## config.mk

```make
export PLATFORM = sky130hd
export DESIGN_NAME = rd_stream_u8
export DESIGN_NICKNAME = d
export VERILOG_FILES = /design/src/rtl/rd_stream_u8.sv
export SDC_FILE = /design/constraint.sdc
export NUM_CORES = 1
export LEC_CHECK = 0
export CAP_MARGIN = 20
export CORE_ASPECT_RATIO = 2
export CORE_UTILIZATION = 50
export DETAILED_ROUTE_END_ITERATION = 8
export PLACE_DENSITY = 0.81
export SLEW_MARGIN = 0
export SYNTH_ARGS = -nofsm -noshare
export SYNTH_HDL_FRONTEND = slang
export SYNTH_SLANG_ARGS = --single-unit
```

## constraint.sdc

```tcl
create_clock -name aclk -period 2.9 [get_ports aclk]
set_clock_uncertainty 0.15 [all_clocks]
set_input_delay 0.29 -clock aclk [delete_from_list [all_inputs] [get_ports aclk]]
set_output_delay 0.29 -clock aclk [all_outputs]
set_load 0.1 [all_outputs]
```

## src/rtl/rd_stream_u8.sv

```systemverilog
// Sequential byte reader in front of the read cache: issues credit-limited reads,
// buffers returned bytes in a small FIFO and streams them out as valid/ready.
`timescale 1ns/1ps

module rd_stream_u8 #(
    parameter int DEPTH        = 4,
    parameter bit CLR_ON_START = 1'b1
) (
    input  logic        aclk,
    input  logic        arst_n,
    input  logic        start,
    input  logic [31:0] rd_ofs,
    input  logic [23:0] rd_len,
    output logic        busy,
    output logic        done,
    output logic        clreq,
    output logic [31:0] adr,
    output logic        re,
    input  logic        rdy,
    input  logic [7:0]  dru8,
    output logic [7:0]  m_data,
    output logic        m_valid,
    input  logic        m_ready
);

    localparam int AW = $clog2(DEPTH);
    localparam int CW = AW + 1;
    localparam logic [CW-1:0] DEPTH_C = CW'(DEPTH);

    typedef enum logic [1:0] {IDLE, CLR, RUN, DRAIN} state_t;

    state_t        state;
    logic [23:0]   len;
    logic [23:0]   issued;
    logic [23:0]   delivered;
    logic          inflight;
    logic [7:0]    mem [DEPTH];
    logic [AW-1:0] wr_ptr;
    logic [AW-1:0] rd_ptr;
    logic [CW-1:0] count;
    logic          credit;
    logic          accept;
    logic          push;
    logic          pop;

    // A slot is reserved for the read still in flight, so the FIFO cannot overflow.
    assign credit  = (count + CW'(inflight)) < DEPTH_C;
    assign re      = (state == RUN) && (issued != len) && credit;
    assign accept  = re && rdy;
    assign push    = inflight;
    assign m_valid = (count != '0);
    assign pop     = m_valid && m_ready;
    assign m_data  = mem[rd_ptr];

    always_ff @(posedge aclk) begin
        if (push) begin
            mem[wr_ptr] <= dru8;
        end
    end

    always_ff @(posedge aclk) begin
        if (!arst_n) begin
            state     <= IDLE;
            busy      <= 1'b0;
            done      <= 1'b0;
            clreq     <= 1'b0;
            adr       <= '0;
            len       <= '0;
            issued    <= '0;
            delivered <= '0;
            inflight  <= 1'b0;
            wr_ptr    <= '0;
            rd_ptr    <= '0;
            count     <= '0;
        end else begin
            done     <= 1'b0;
            clreq    <= 1'b0;
            inflight <= accept;

            if (push) begin
                wr_ptr <= wr_ptr + AW'(1);
            end
            if (pop) begin
                rd_ptr    <= rd_ptr + AW'(1);
                delivered <= delivered + 24'd1;
            end
            unique case ({push, pop})
                2'b10:   count <= count + CW'(1);
                2'b01:   count <= count - CW'(1);
                default: count <= count;
            endcase

            if (accept) begin
                adr    <= adr + 32'd1;
                issued <= issued + 24'd1;
            end

            unique case (state)
                IDLE: begin
                    // A start coinciding with the done pulse belongs to the old job.
                    if (start && !done) begin
                        if (rd_len == 24'd0) begin
                            done <= 1'b1;
                        end else begin
                            adr       <= rd_ofs;
                            len       <= rd_len;
                            issued    <= '0;
                            delivered <= '0;
                            busy      <= 1'b1;
                            if (CLR_ON_START) begin
                                clreq <= 1'b1;
                                state <= CLR;
                            end else begin
                                state <= RUN;
                            end
                        end
                    end
                end
                CLR: begin
                    state <= RUN;
                end
                RUN: begin
                    if (accept && (issued + 24'd1 == len)) begin
                        state <= DRAIN;
                    end
                end
                DRAIN: begin
                    if (pop && (delivered + 24'd1 == len)) begin
                        done  <= 1'b1;
                        busy  <= 1'b0;
                        state <= IDLE;
                    end
                end
                default: state <= IDLE;
            endcase
        end
    end

endmodule

```

==> flow_summary.ini, run 1 <==
[logic_synthesis]
yosys.area.top_type_share_pct = 29.0
syn_area_per_cell_um2 = 8.79
synth_nets = 1016
yosysTopAreaCell = dfxtp_1
netlist_instances = 935
ys_ff_latch = 151
synthArstFlopShare_pct = 0
ys_types = 69
synth_edf_count = 32
synth.area.top_cells = dfxtp_1 (29%), edfxtp_1 (12%), xnor2_1 (9.5%), xor2_1 (6.3%), nor2_1 (5.5%)
synth.cell_area_um2 = 8220
ys_seq_area_share_pct = 40.7
ys.flop_type = dfxtp_1
yosys_warnings = 0

[hold_path]
min_path_type = in2reg
holdCritStartpoint = rd_len[23]

[flow_run]
maxCapViolations = 0

[setup_path]
r2r_end = state[0]$_SDFFE_PN0P_
cp_data_required_time_ns = 3.10
cp.arrival_ns = 3.12
crit_slowest_cell = nor3_1
crit_type = reg2reg
reg2regPathDepth = 11
startpoint_type = flop
max_stage_delay_ns = 0.43
path_cells = ha_4 -> buf_4 -> nand4_1 -> nor3_1 -> xnor2_1 -> a211o_1 -> a22oi_1 -> nand4_2 -> a21oi_2 -> nand2_2 -> a221oi_2
endpoint_kind = flop
setup.worst_path.start = delivered[1]$_SDFF_PN0_
r2r_start = delivered[1]$_SDFF_PN0_
cp_max_fo = 6
cp-endpoint = state[0]$_SDFFE_PN0P_
r2r_setup_slack_ns = -0.02

[power]
power_leakage_nw = 3.92
cellPowerDensity_nw_per_um2 = 735
comb_power_share_pct = 38.1
intPower_mw = 4.57
power.switching_mw = 3.30
irDropWorstVdd_v = 0.000665
swShare_pct = 41.9
p_clk_share_pct = 27.9
p_seq_share_pct = 34.0

[timing]
tightest_slew_ns = 0.553
max_freq_mhz = 342
rsz0062_at_grt = yes
finalCriticalPeriod_ns = 2.92
drv_slew = 0
relSlewSlack_pct = 63.1
setup_violations = 2
finalHoldViolations = 0
worst_slack_ns = -0.0228
finalCritPeriodShare_pct = 101
hold_ws_ns = 0.285

[layout]
fin_nets = 1183
final_util_pct = 66.2
final_cells = 1319
antenna_cells = 0
postLayoutCellArea_um2 = 10700
syn_to_final_growth_pct = 30.4
fillers = 1296
drive_gt1_share_pct = 20.4

[die]
ios = 114
core_area_um2 = 16200
std_cell_rows = 66
chipWidth_um = 92.7
dieHeight_um = 183
dieArea_um2 = 17000
initial_utilization_pct = 50.8

[placed_design]
dp_cells = 1283
place_congestion = 0.982
io_buffer_count = 113
place_ws_ns = -0.0594
dpl.hpwl_um = 18300
dpl_cell_area_um2 = 9970

[global_route]
grt_pass1_vias = 7735
antenna_found_initial = 0
grt_overflow = 0
grt_usage_pct = 29.9
grt_pass1_wl_um = 38800
grt_max_degree = 59

[clocking]
cts_root_buf = clkbuf_16
h-tree-depth = 4
numCtsBuffers = 17
cts.sinks = 151
clk_pin_slew_ns = 0.06
cts_tree = built
clock_latency_ns = 0.44
cts_buffer_depth = 2

[routing]
firstDrtPassIters = 7
drt_wl_total_um = 25000
drtAntennaViolNets = 0
vias = 7645
wire_per_inst_um = 18.9
viasPerCell = 5.80
drt-initial-drc-count = 366
drc = 0

[outcome]
failed_checks = setup timing
outcome = finished with violations
==> final cells by class <==
cell class | instances | area (µm²) | area share (%)
inverters | 17 | 63.8 | 0.595
clock buffers | 18 | 429 | 4.00
multi-input cells | 708 | 4680 | 43.7
clock inverters | 14 | 148 | 1.38
well taps | 204 | 255 | 2.38
repair buffers | 207 | 1780 | 16.6
flip-flops and latches | 151 | 3360 | 31.3
==> synthesized netlist by cell type (all sizes together) (3+ instances only) <==
master / number
a211oi: 21
a21oi: 50
a31o: 4
a31oi: 8
and2: 9
and3: 15
and4: 11
buf: 20
clkbuf: 39
dfxtp: 119
edfxtp: 32
ha: 11
inv: 17
mux2i: 7
mux4: 8
nand2: 112
nand3: 39
nand4: 31
nor2: 121
nor3: 17
nor4: 16
o21ai: 22
o22ai: 3
o311a: 3
or2: 3
or3: 10
or4: 3
xnor2: 89
xor2: 59
==> how the worst min path moves through the flow <==
| stage | endpoint | slack (ns) | cells past startpoint |
|---|---|---|---|
| detailed placement | len[4]$_SDFFE_PN0P_ | 0.35 | 2 |
| floorplan | mem[0][0]$_DFFE_PP_ | 0.24 | 0 |
| finish | len[23]$_SDFFE_PN0P_ | 0.28 | 3 |
| CTS | len[23]$_SDFFE_PN0P_ | 0.28 | 3 |
| global placement | delivered[1]$_SDFF_PN0_ | 0.32 | 2 |
| global route | len[23]$_SDFFE_PN0P_ | 0.30 | 3 |
==> per-stage QoR <==
| step | power, mW | TNS, ns |
|---|---|---|
| global route | 8.15 | -0.775 |
| finish | 7.87 | -0.0257 |
| CTS | 7.84 | 0 |
| global placement | 5.59 | 0 |
| detailed placement | 5.63 | -0.0594 |
| floorplan | 4.78 | 0 |
==> cells by family (layout without fill, tap and decap cells) <==
group           count (synthesis)  count (layout)  share of synthesized area, %
simple gates                  398             398                          23.9
flops                         151             151                          40.7
xor+xnor                      148             148                          15.8
compound gates                135             135                          10.7
buf+inv                        76             256                          3.93
mux                            15              15                          3.04
fa+ha+maj                      12              12                          1.92
==> power by group through the flow <==
stage	Clock [mW]	Sequential [mW]	Combinational, mW
after detailed placement	0	2.70	2.93
final	2.20	2.68	3.00
after CTS	2.21	2.66	2.96
after global routing	2.29	2.70	3.16
after global placement	0	2.69	2.89
after floorplan	0	3.56	1.21
==> layer usage <==
| layer | track usage [%] | routed length, µm |
|---|---|---|
| met2 | 56.4 | 13600 |
| met1 | 27.7 | 8330 |
| met3 | 5.14 | 1190 |
| met5 | 0 | 0 |
| met4 | 22.9 | 1900 |
==> what timing repair did <==
action | in CTS | in global routing
pin swaps | 1 | 9
gates resized for setup | 4 | 26
endpoints found under the setup margin | 2 | 22
hold buffers | 0 | 0
cloned | 0 | 0
setup buffers | 0 | 4
==> worst max-delay path, delay by kind of cell (launching register included) <==
family	cells	cell delay, ns
adder cells (fa/ha/maj)	1	0.13
buffers and inverters	1	0.15
XOR/XNOR	1	0.15
AND/OR/NAND/NOR	4	0.93
AO/OA/AOI/OAI	4	0.96
flip-flops	1	0.37
==> layout by cell type, fill, tap and decap left out, types with 7 or more instances in the layout <==
cell type        synthesis  final
a211oi_1                21     20
a21oi_1                 49     49
a31oi_1                  8      8
and2_1                   9      8
and3_1                  15     15
and4_1                  10      9
buf_4                    6    134
clkbuf_16                0     17
clkdlybuf4s50_1          0     68
dfxtp_1                119    109
dfxtp_2                  0      9
edfxtp_1                32     32
ha_1                    11     10
inv_1                   16     15
mux2i_1                  7      7
mux4_2                   8      8
nand2_1                110    108
nand3_1                 39     38
nand4_1                 28     28
nor2_1                 121    117
nor3_1                  17     16
nor4_1                  14     14
o21ai_0                 21     20
or3_1                    9      7
xnor2_1                 89     86
xor2_1                  59     59
==> registers in the layout, summed over array words and instances, names as in the netlist, named ones only <==
signal	flops
adr	32
mem	32
delivered	24
issued	24
len	24
count	3
rd_ptr	2
state	2
wr_ptr	2
busy	1
clreq	1
done	1
inflight	1
(Power assumes the default switching activity.)
==> inputs of run 2 (changes only) <==
--- a/config.mk
+++ b/config.mk
@@ -8,6 +8,7 @@
 export CAP_MARGIN = 20
 export CORE_ASPECT_RATIO = 2
 export CORE_UTILIZATION = 50
+export CTS_CLUSTER_SIZE = 14
 export DETAILED_ROUTE_END_ITERATION = 8
 export PLACE_DENSITY = 0.81
 export SLEW_MARGIN = 0
==> results of run 2 <==
The final DEF is identical to that of run 1; final timing and power are the same.
==> edit (config.mk and constraints of run 1) <==
`CLR_ON_START`: 1'b1 -> 1'b0.
--- a/src/rtl/rd_stream_u8.sv
+++ b/src/rtl/rd_stream_u8.sv
@@ -6,3 +6,3 @@
     parameter int DEPTH        = 4,
-    parameter bit CLR_ON_START = 1'b1
+    parameter bit CLR_ON_START = 1'b0
 ) (
Formal check against the unedited RTL: not equivalent (a bounded check fails within 4 cycles, from zero or initial values and one cycle with arst_n low).
==> edit against run 1 <==
- area after synthesis fell by 0.18%
- power fell by 19%
- cell count fell by 1.1%
- hold slack got worse by 0.0011 ns
- sequential cell count fell by 1
- worst setup slack improved by 0.061 ns
- clock power rose by 3%
- sequential share of layout area fell by 0.16 points
- wire length rose by 1.8%
- critical path depth fell by 1
- cell area barely moved
==> edit: results (changes against run 1) <==
[run_status]
status=finished clean

[synth]
synth_common_cells=dfxtp_1 (118), nand2_1 (110), nor2_1 (99), xnor2_1 (85), xor2_1 (64)
synth_fa_ha_area_frac=0.0207  ; +0.00156
synth_cells=919  ; -1.7%
synth_xor_area_frac=0.159  ; +0.00136

[critical_path]
reg2reg_slack_ns=0.04  ; +0.06 ns
crit_slowest_cell=or4_4

[grt]
met1_usage=0.253  ; -0.0247
grt_use_met3=0.0551  ; +0.00373
grt_pass1_wl_um=37800  ; -2.4%
grtUsageTotal=0.297  ; -0.00183
use_met2=0.559  ; -0.00444

[routing]
wl_met1_um=7970  ; -4.4%
vias=7689  ; +0.58%
drt_iter0_markers=501  ; +37%
post_drt_wl_per_cell_um=19.5  ; +2.9%
met3WireLength_um=1360  ; +15%

[power_and_ir_drop]
power.leakage_nw=3.91  ; -0.44%
p_seq_mw=2.41  ; -10%

[placement]
dp.final_hpwl_um=18700  ; +2.3%
post-place-ws_ns=-0.386  ; -0.327 ns
post_dp_cell_area_sq_um=9870  ; -1.0%
io_buffers=112  ; -0.88%

[finish]
instances_no_fill=1304  ; -1.1%
drive_above_1_share=0.213  ; +0.00857

## edit: changes by cell type after synthesis, moves of 5 or more
cell,before,now
a211oi_1,21,15
a21oi_1,49,57
buf_2,12,2
buf_6,0,5
clkbuf_1,39,34
nor2_1,121,99
o21ai_0,21,32
xor2_1,59,64
## edit: repair_timing
item                       in CTS  in global routing
resized for setup               0                 37
setup endpoints to repair       0                 15
setup buffers                   0                  7
## edit: area by class of cell
class / instances / area share
well taps: 201 / 0.0235
inverters: 19 / 0.00666
multi-input cells: 696 / 0.436
flip-flops and latches: 150 / 0.312
repair buffers: 206 / 0.167
clock buffers: 19 / 0.0404
clock inverters: 13 / 0.0147
## edit: final timing paths
kind / end / cells after the start
hold reg to reg: len[14] / 2
setup / recovery: state[0] / 10
hold / removal: len[11] / 3
setup reg to reg: state[0] / 10
## edit: stage by stage
stage               TNS [ns]  hold WS (ns)
floorplan            -0.0120         0.239
global placement      -27.10         0.343
detailed placement    -30.04         0.354
CTS                        0         0.284
global route          -0.399         0.313
finish                     0         0.284
